File: src/rtl/score_display_pkg.sv
// Shared constants, FSM encoding and seven-segment decode for the score display.
package score_display_pkg;

  localparam int NUM_DIGITS = 4;
  localparam logic [15:0] MAX_DISPLAY = 16'd9999;

  // Active-low segments, bit order {a,b,c,d,e,f,g}.
  localparam logic [6:0] SEG_0   = 7'b0000001;
  localparam logic [6:0] SEG_1   = 7'b1001111;
  localparam logic [6:0] SEG_2   = 7'b0010010;
  localparam logic [6:0] SEG_3   = 7'b0000110;
  localparam logic [6:0] SEG_4   = 7'b1001100;
  localparam logic [6:0] SEG_5   = 7'b0100100;
  localparam logic [6:0] SEG_6   = 7'b0100000;
  localparam logic [6:0] SEG_7   = 7'b0001111;
  localparam logic [6:0] SEG_8   = 7'b0000000;
  localparam logic [6:0] SEG_9   = 7'b0000100;
  localparam logic [6:0] SEG_OFF = 7'b1111111;

  typedef enum logic [1:0] {
    IDLE = 2'd0,
    CONV = 2'd1,
    LOAD = 2'd2
  } convState_t;

  function automatic logic [6:0] segDecode(input logic [3:0] digit);
    logic [6:0] seg;
    case (digit)
      4'd0:    seg = SEG_0;
      4'd1:    seg = SEG_1;
      4'd2:    seg = SEG_2;
      4'd3:    seg = SEG_3;
      4'd4:    seg = SEG_4;
      4'd5:    seg = SEG_5;
      4'd6:    seg = SEG_6;
      4'd7:    seg = SEG_7;
      4'd8:    seg = SEG_8;
      4'd9:    seg = SEG_9;
      default: seg = SEG_OFF;
    endcase
    return seg;
  endfunction

endpackage

File: src/rtl/bin2bcd_seq.sv
// Sequential 16-bit binary to 4-digit BCD converter using one double-dabble step per cycle.
module bin2bcd_seq
  import score_display_pkg::*;
(
  input  logic        Clk,
  input  logic        Reset,
  input  logic        start,
  input  logic [15:0] bin,
  output logic        busy,
  output logic        done,
  output logic [15:0] bcd,
  output logic [1:0]  dbgState
);

  // Handshake: start is accepted only in a cycle where busy is low; bin is
  // captured in that same cycle. busy stays high from the next cycle until the
  // conversion ends, and done pulses for exactly one cycle (the LOAD cycle)
  // while bcd holds the finished result. start while busy is ignored.

  convState_t  state, stateNext;
  logic [31:0] shiftQ, shiftNext;
  logic [3:0]  cnt, cntNext;

  function automatic logic [31:0] dabbleStep(input logic [31:0] s);
    logic [31:0] t;
    t = s;
    for (int i = 0; i < NUM_DIGITS; i++) begin
      if (t[16 + 4*i +: 4] >= 4'd5) begin
        t[16 + 4*i +: 4] = t[16 + 4*i +: 4] + 4'd3;
      end
    end
    return {t[30:0], 1'b0};
  endfunction

  always_ff @(posedge Clk) begin
    if (Reset) begin
      state  <= IDLE;
      shiftQ <= '0;
      cnt    <= '0;
    end else begin
      state  <= stateNext;
      shiftQ <= shiftNext;
      cnt    <= cntNext;
    end
  end

  always_comb begin
    stateNext = state;
    shiftNext = shiftQ;
    cntNext   = cnt;
    busy      = 1'b1;
    done      = 1'b0;
    case (state)
      IDLE: begin
        busy = 1'b0;
        if (start) begin
          shiftNext = {16'd0, bin};
          cntNext   = 4'd0;
          stateNext = CONV;
        end
      end
      CONV: begin
        shiftNext = dabbleStep(shiftQ);
        cntNext   = cnt + 4'd1;
        if (cnt == 4'd15) begin
          stateNext = LOAD;
        end
      end
      LOAD: begin
        done      = 1'b1;
        stateNext = IDLE;
      end
      default: begin
        stateNext = IDLE;
      end
    endcase
  end

  assign bcd      = shiftQ[31:16];
  assign dbgState = state;

endmodule

File: src/rtl/score_display.sv
// Four-digit multiplexed score display: detects score changes, clamps to 9999,
// converts to BCD in the background and scans the digits with leading-zero blanking.
module score_display
  import score_display_pkg::*;
#(
  parameter int REFRESH_W = 20,
  parameter int BLANK_LZ  = 1
) (
  input  logic        Clk,
  input  logic        Reset,
  input  logic [15:0] score,
  output logic [3:0]  anode,
  output logic [6:0]  ssdOut,
  output logic        busy,
  output logic        overflow,
  output logic [1:0]  dbgState
);

  logic        convBusy;
  logic        convDone;
  logic [15:0] convBcd;
  logic        start;
  logic [15:0] clamped;
  logic [15:0] rawQ;
  logic [15:0] lastScore;
  logic [15:0] digitsQ;

  logic [REFRESH_W-1:0] refreshQ;
  logic [1:0]           sel;
  logic [3:0]           curDigit;
  logic [3:0]           leadZero;
  logic [3:0]           anodeNext;

  // A change arriving mid-conversion is simply seen again on the next idle cycle.
  assign start   = !convBusy && (score != lastScore);
  assign clamped = (score > MAX_DISPLAY) ? MAX_DISPLAY : score;

  bin2bcd_seq u_conv (
    .Clk      (Clk),
    .Reset    (Reset),
    .start    (start),
    .bin      (clamped),
    .busy     (convBusy),
    .done     (convDone),
    .bcd      (convBcd),
    .dbgState (dbgState)
  );

  // The raw score, not the clamped one, is remembered so overflow and change
  // detection refer to what the game actually reported.
  always_ff @(posedge Clk) begin
    if (Reset) begin
      rawQ      <= '0;
      lastScore <= '0;
      digitsQ   <= '0;
      overflow  <= 1'b0;
    end else begin
      if (start) begin
        rawQ <= score;
      end
      if (convDone) begin
        digitsQ   <= convBcd;
        lastScore <= rawQ;
        overflow  <= (rawQ > MAX_DISPLAY);
      end
    end
  end

  assign busy     = convBusy;
  assign sel      = refreshQ[REFRESH_W-1:REFRESH_W-2];
  assign curDigit = digitsQ[{sel, 2'b00} +: 4];

  always_comb begin
    leadZero    = 4'b0000;
    leadZero[3] = (digitsQ[15:12] == 4'd0);
    leadZero[2] = leadZero[3] && (digitsQ[11:8] == 4'd0);
    leadZero[1] = leadZero[2] && (digitsQ[7:4] == 4'd0);
    anodeNext   = ~(4'b0001 << sel);
    if ((BLANK_LZ != 0) && leadZero[sel]) begin
      anodeNext = 4'b1111;
    end
  end

  always_ff @(posedge Clk) begin
    if (Reset) begin
      refreshQ <= '0;
      anode    <= 4'b1110;
      ssdOut   <= SEG_0;
    end else begin
      refreshQ <= refreshQ + {{(REFRESH_W-1){1'b0}}, 1'b1};
      anode    <= anodeNext;
      ssdOut   <= segDecode(curDigit);
    end
  end

endmodule

File: config.mk
export PLATFORM = sky130hd
export DESIGN_NAME = score_display
export DESIGN_NICKNAME = d
export VERILOG_FILES = /design/src/rtl/score_display_pkg.sv /design/src/rtl/bin2bcd_seq.sv /design/src/rtl/score_display.sv
export SDC_FILE = /design/constraint.sdc
export NUM_CORES = 1
export LEC_CHECK = 0
export ABC_AREA = 1
export BUFFER_PORTS_ARGS = -buffer_cell sky130_fd_sc_hd__buf_2
export CELL_PAD_IN_SITES_DETAIL_PLACEMENT = 2
export CELL_PAD_IN_SITES_GLOBAL_PLACEMENT = 2
export CORE_ASPECT_RATIO = 1.1
export CORE_UTILIZATION = 37
export DETAILED_ROUTE_END_ITERATION = 6
export PLACE_DENSITY = 0.87
export SLEW_MARGIN = 25
export SYNTH_ARGS = -nofsm -noshare
export SYNTH_HDL_FRONTEND = slang
export SYNTH_SLANG_ARGS = --single-unit
File: constraint.sdc
create_clock -name Clk -period 5.1 [get_ports Clk]
set_clock_uncertainty 0.05 [all_clocks]
set_input_delay 0.51 -clock Clk [delete_from_list [all_inputs] [get_ports Clk]]
set_output_delay 0.51 -clock Clk [all_outputs]
set_load 0.02 [all_outputs]
# Word level (Yosys, flattened, before mapping)
# Memory sizes are Yosys's and may differ from the RTL's. A register that Yosys moved wholly into a read port is not among the register bits.
# Cells that the tools add are included.
[word_totals] ff_bits=111 latchBits=0 mem_bits_rw=0 rom_bits=112 output_inout_bits=15 mem_count=1
[mem_list] name="(no name shown)" depth=16 width=7 read_ports=1 rd_clocked_by_memory_dff=1 write_ports=0 line_no="score_display_pkg.sv:28" rtl="case (digit)"
[op_classes] n_addsub=6 mul=0 div_mod_pow=0 magnitude_cmp=7 n_eq_ne=6 n_shift=2 mux=17 bitwise=1 reduce_logical=11
[op_table] cell="$pmux 32 s2" n=1
[op_table] cell="$gt 16x14->1 const B" n=2
[op_table] cell="$mux 32" n=1
[op_table] cell="$add 20x1->20 const B" n=1
[op_table] cell="$ge 4x3->1 const B" n=4
[op_table] cell="$mux 16" n=1
[op_table] cell="$mux 4" n=4
[op_table] cell="$ne 16x16->1" n=1
[op_table] cell="$shiftx 16x5->4" n=1
[op_table] cell="$add 4x2->4 const B" n=3
[op_table] cell="$logic_not 4->1" n=3
[op_table] cell="$pmux 4 s2" n=1
[op_table] cell="$add 4x1->4 const B" n=1
[op_table] cell="$eq 4x4->1 const B" n=1
[op_table] cell="$mux 1" n=4
[op_table] cell="$mux 2" n=2
[op_table] cell="$not 4->4" n=1
[op_table] cell="$pmux 2 s2" n=1
[op_table] cell="$reduce_and 2->1" n=2
[op_table] cell="$shl 1x2->4 const A" n=1
[op_table] cell="$add 3x2->3 const B" n=1
[op_table] cell="$logic_and 1x1->1" n=3
[op_table] cell="$lt 2x3->1 const B" n=1
[op_table] cell="$mux 3" n=1
[op_table] cell="8 further kinds" n=8

# Depth between registers and ports, before layout
[logic_depth] ltp_word=6 mapped_depth=12 depth_no_buf=11

# Modules after synthesis
# Synthesis repeated with hierarchy kept, for this count alone.
[hier_totals] hier_cells=840 hier_area_um2=5859.4
[by_module_without_submodules] module="score_display" instances=1 cells_per_inst=548 area_per_inst_um2=3777.4 seq_area_each_um2=1601.5
[by_module_without_submodules] module="bin2bcd_seq" instances=1 cells_per_inst=292 area_per_inst_um2=2082.0 seq_area_each_um2=760.7

# Worst setup path before layout
# No wires, ideal clock.
[synth_path] path_type="register -> output" startpoint="reg u_conv.state[1] (netlist: u_conv.dbgState[1])" endpoint="out busy" arrival_ps=1270 path_slack_ps=3270 stages_incl_launch_ff=4 n_path_buf=1 path_cell_list="dfxtp_1 > nor2_2 > clkbuf_1 > inv_1"
[synth_via] elab_chain_cells=2
[synth_rtl] item="from (decl)" line_no="bin2bcd_seq.sv:20" rtl="convState_t state, stateNext;"
[synth_rtl] item="from (signal assigned)" line_no="bin2bcd_seq.sv:41" rtl="state <= stateNext;"
[synth_rtl] item="$logic_not 2->1" line_no="bin2bcd_seq.sv:53" rtl="case (state)"
[synth_rtl] item="$mux 1" line_no="bin2bcd_seq.sv:53"
[synth_rtl] item="to (decl)" line_no="score_display.sv:14" rtl="output logic busy,"
# Every way passes these cells.

# Final worst setup path
[layout_path] startpoint="reg u_conv.state[0] (netlist: u_conv.dbgState[0])" endpoint="reg u_conv.shiftQ[1]"
[layout_via] elab_chain_cells=4 word_cells_on_any_way=7
[layout_rtl] item="$logic_not 2->1" line_no="bin2bcd_seq.sv:53"
[layout_rtl] item="$logic_and 1x1->1" line_no="score_display.sv:35" rtl="assign start = !convBusy && (score != lastScore);"
[layout_rtl] item="$ne 2x2->1 (no line)"
[layout_rtl] item="$reduce_and 2->1 (no line)"
[layout_rtl] item="to (signal assigned)" line_no="bin2bcd_seq.sv:42" rtl="shiftQ <= shiftNext;"
[layout_rtl] item="to (decl)" line_no="bin2bcd_seq.sv:21" rtl="logic [31:0] shiftQ, shiftNext;"
# Several ways; a longest one is shown, not always the timed one.
# A chain may end at the register's enable or synchronous reset.

==> implementation parameters <==
Parameter                              Value

Finish
  Number of inserted filler cells in the final layout ... 1,753
  Commonest non-fill, non-tap cells in the layout ... 161 x nand2_1, 118 x dfxtp_1, 93 x a21oi_1
  Post-route non-filler standard cell count ... 1,049
  Proportion of layout cells with a drive suffix above 1 ... 0.121
  Final Util ... 0.436
  Area growth syn-to-layout ... 14.7%
  Number of diodes added for antenna fixing ... 0
  Final cell area excluding filler cells ... 6590 µm²
  Final nets ... 874
  Leading cell type in the layout, fill and taps excluded ... nand2_1

Clock tree
  Max Buffers Root-to-Sink ... 2
  CTS sink cnt ... 118
  Latest clock arrival within the worst-skew pair ... 0.44 ns
  Number of buffers created by CTS ... 17
  H-tree depth reported by CTS ... 4
  PostCTS Resize Cnt ... 0
  Count of hold-fix buffers inserted at cts ... 0
  Clock transition at path regs ... 0.06 ns
  Postcts setup bufs ... 0
  TritonCTS clock tree ... built
  Clk root buf ... clkbuf_16

Floorplan
  Starting Density ... 0.380
  Floorplan die width ... 121 µm
  Die Y-Extent ... 133 µm
  Core Rows ... 47
  I/O pin cnt ... 33
  Core box area ... 15,100 µm²
  Total die area ... 16,000 µm²

Setup path
  Critical path's most frequent cell ... buf_4
  Nature of the critical path startpoint ... flip-flop
  Kind of cell adding the most delay to the critical path ... buffers and inverters
  Worst reg2reg path endpoint ... u_conv.shiftQ[1]
  Data required time of the worst path ... 5.37 ns
  Largest stage delay on the critical path ... 0.38 ns
  R2R cell count ... 9
  Slowest-stage cell, CP ... dfxtp_1
  Buffers & Inverters on Critical Path ... 4
  Origin of the worst setup path ... u_conv.dbgState[0]
  Data arrival time of the critical path ... 2.70 ns
  Worst setup path class ... reg -> reg
  Critical path depth ... 9
  Cell chain of the critical path ... inv_1 > nor2_2 > buf_4 > inv_2 > buf_4 > or2_2 > nand2_1 > a21boi_0 > nor2_1
  Nature of the critical path endpoint ... flip-flop
  Critical Path Sink ... u_conv.shiftQ[1]
  R2r startpoint ... u_conv.dbgState[0]
  Crit-path max FO ... 38
  Flop2flop setup slack ... 2.67 ns

Yosys
  Xor and xnor fraction of the mapped netlist area ... 0.0107
  Post-synthesis mux area share ... 0
  Adder-Cell Fraction of Synth Area ... 0.0348
  Post-synthesis share of cell area spent on and, or, nand and nor gates ... 0.276
  Sequential fraction of the synthesis area ... 0.411
  Share of synthesized flip-flops with an asynchronous set or reset ... 0
  Synthesized instance count ... 820
  Synth Flop Type ... dfxtp_1
  Post-synthesis area per instance ... 7.01 µm²
  Netlist Area Pre-Place ... 5750 µm²
  Number of different library cells in the post-synthesis netlist ... 35
  Yosys warning total ... 0
  Compound-cell area share of the yosys netlist ... 0.169
  Synth Net Count ... 854
  Main combinational cell family by area after synthesis ... simple AND/OR/NAND/NOR gates
  Number of flops mapped to enable cells by yosys ... 0
  Flip-flop and latch count after synthesis ... 118

Status
  Outcome ... complete, no violations

STA
  Final critical delay including setup and external delays ... 2.43 ns
  Slew at the pin with the worst max-slew slack ... 0.670 ns
  Aggregate negative setup slack ... 0 ns
  Hold Worst Slack ... 0.323 ns
  Unrepaired setup endpoints after global routing ... false
  Post-route clock period utilization ... 0.476
  Max Fclk ... 0.412 GHz
  Least setup slack across all paths after layout ... 2.67 ns
  Count of pins over their slew limit ... 0
  Number of hold-slack violations in the final timing report ... 0
  Relative max-transition margin ... 0.549
  Final number of setup-violating endpoints ... 0

Power
  Peak supply drop ... 0.207 mV
  Total power ... 2.34 mW
  Power Dens Cells ... 355 nW/µm²
  Leakage component of the power ... 2.70 nW

Placed design
  Input/output buffers ... 32
  DP Area ... 6010 µm²
  Routability congestion estimate ... 0.809
  Placed Cells incl. Taps ... 1,017
  Final HPWL from detailed placement ... 12.6 mm
  Pre-CTS worst setup slack ... 2.55 ns

GRT
  Maximum number of pins on one net before global-route repair ... 61
  GRT Util Overall ... 0.278
  Number of antenna violations at the first check in global routing ... 0
  Number of global-route vias before repair ... 6,410
  Wire length of the first global-routing pass ... 34.1 mm
  Global route total overflow ... 0

Detailed routing
  Post-detailed-routing wire length ... 21.2 mm
  Number of vias per cell after detailed routing ... 5.43
  Drt initial violations ... 307
  Drc violations ... 0
  Length of the first detailed-routing pass in iterations ... 4
  Detailed-route wire length per cell ... 20.2 µm
  Remaining antenna violation count after routing ... 0
  Total number of vias ... 5,700

Flow run
  Max_cap viols ... 0

Hold path
  Hold WC Path Type ... in -> reg
  Hold Path Stages ... 3
[sequential cells by signal, summed over array words and instances (netlist names)]
signal           flops
u_conv.shiftQ       32
refreshQ            20
digitsQ             16
lastScore           16
rawQ                16
ssdOut               7
anode                4
u_conv.cnt           4
u_conv.dbgState      2
overflow             1
[cell type report]
| class | count | area [µm²] | share of cell area |
|---|---|---|---|
| Clock inverter | 7 | 67.6 | 0.0103 |
| Tap cell | 196 | 245 | 0.0372 |
| Timing Repair Buffer | 38 | 205 | 0.0311 |
| Clock buffer | 25 | 515 | 0.0782 |
| Sequential cell | 118 | 2360 | 0.358 |
| Multi-Input combinational cell | 564 | 2820 | 0.427 |
| Inverter | 101 | 379 | 0.0575 |
[cells by family after synthesis]
kind of cell / Yosys count
AOI/OAI and AO/OA: 182
buffers and inverters: 138
adders and majority gates: 16
and+or+nand+nor: 359
DFF: 118
xor gates and xnor gates: 7
[cells in the mapped netlist (2+ instances only)]
master    count  area (µm²)
nand2_1     161         604
dfxtp_1     118        2360
a21oi_1      93         465
inv_1        92         345
nor2_1       78         293
nand3_1      77         385
o21ai_0      71         355
clkbuf_1     21        78.8
ha_1         16         200
nor3_1       10        50.1
inv_2         9        33.8
nand4_1       8        50.1
buf_2         7        35.0
nor2_2        7        43.8
a21boi_0      6        45.0
buf_6         5        56.3
nor4_1        4        25.0
o21ai_2       4        35.0
xor2_1        4        35.0
buf_1         3        11.3
nor3_2        3        30.0
xnor2_1       3        26.3
a21oi_2       2        17.5
nand2_2       2        12.5
nand2_4       2        22.5
nand3_2       2        20.0
nor3b_1       2        15.0
o211ai_1      2        15.0
or2_2         2        12.5
[metal layers]
layer	global-route usage	part of all wire
met3	0.0586	0.025
met4	0.134	0.031
met5	0	0
met2	0.499	0.52
met1	0.310	0.42
[worst min-delay path by stage]
stage                     from         end  slack, ns
floorplan           digitsQ[6]  digitsQ[6]       0.39
global placement       rawQ[1]     rawQ[1]       0.40
detailed placement     rawQ[2]     rawQ[2]       0.41
CTS                  score[14]    rawQ[14]       0.31
global route          score[5]     rawQ[5]       0.35
finish               score[14]    rawQ[14]       0.32
[report_power, final]
part / internal, mW / switching, mW
Combinational: 0.0503 / 0.127
Sequential: 0.946 / 0.0173
Clock: 0.744 / 0.456
[worst min-delay path, cell delays in order]
cell     delay, ns
buf_2         0.11
nand3_1       0.08
a21oi_1       0.07
(Power assumes the default switching activity.)
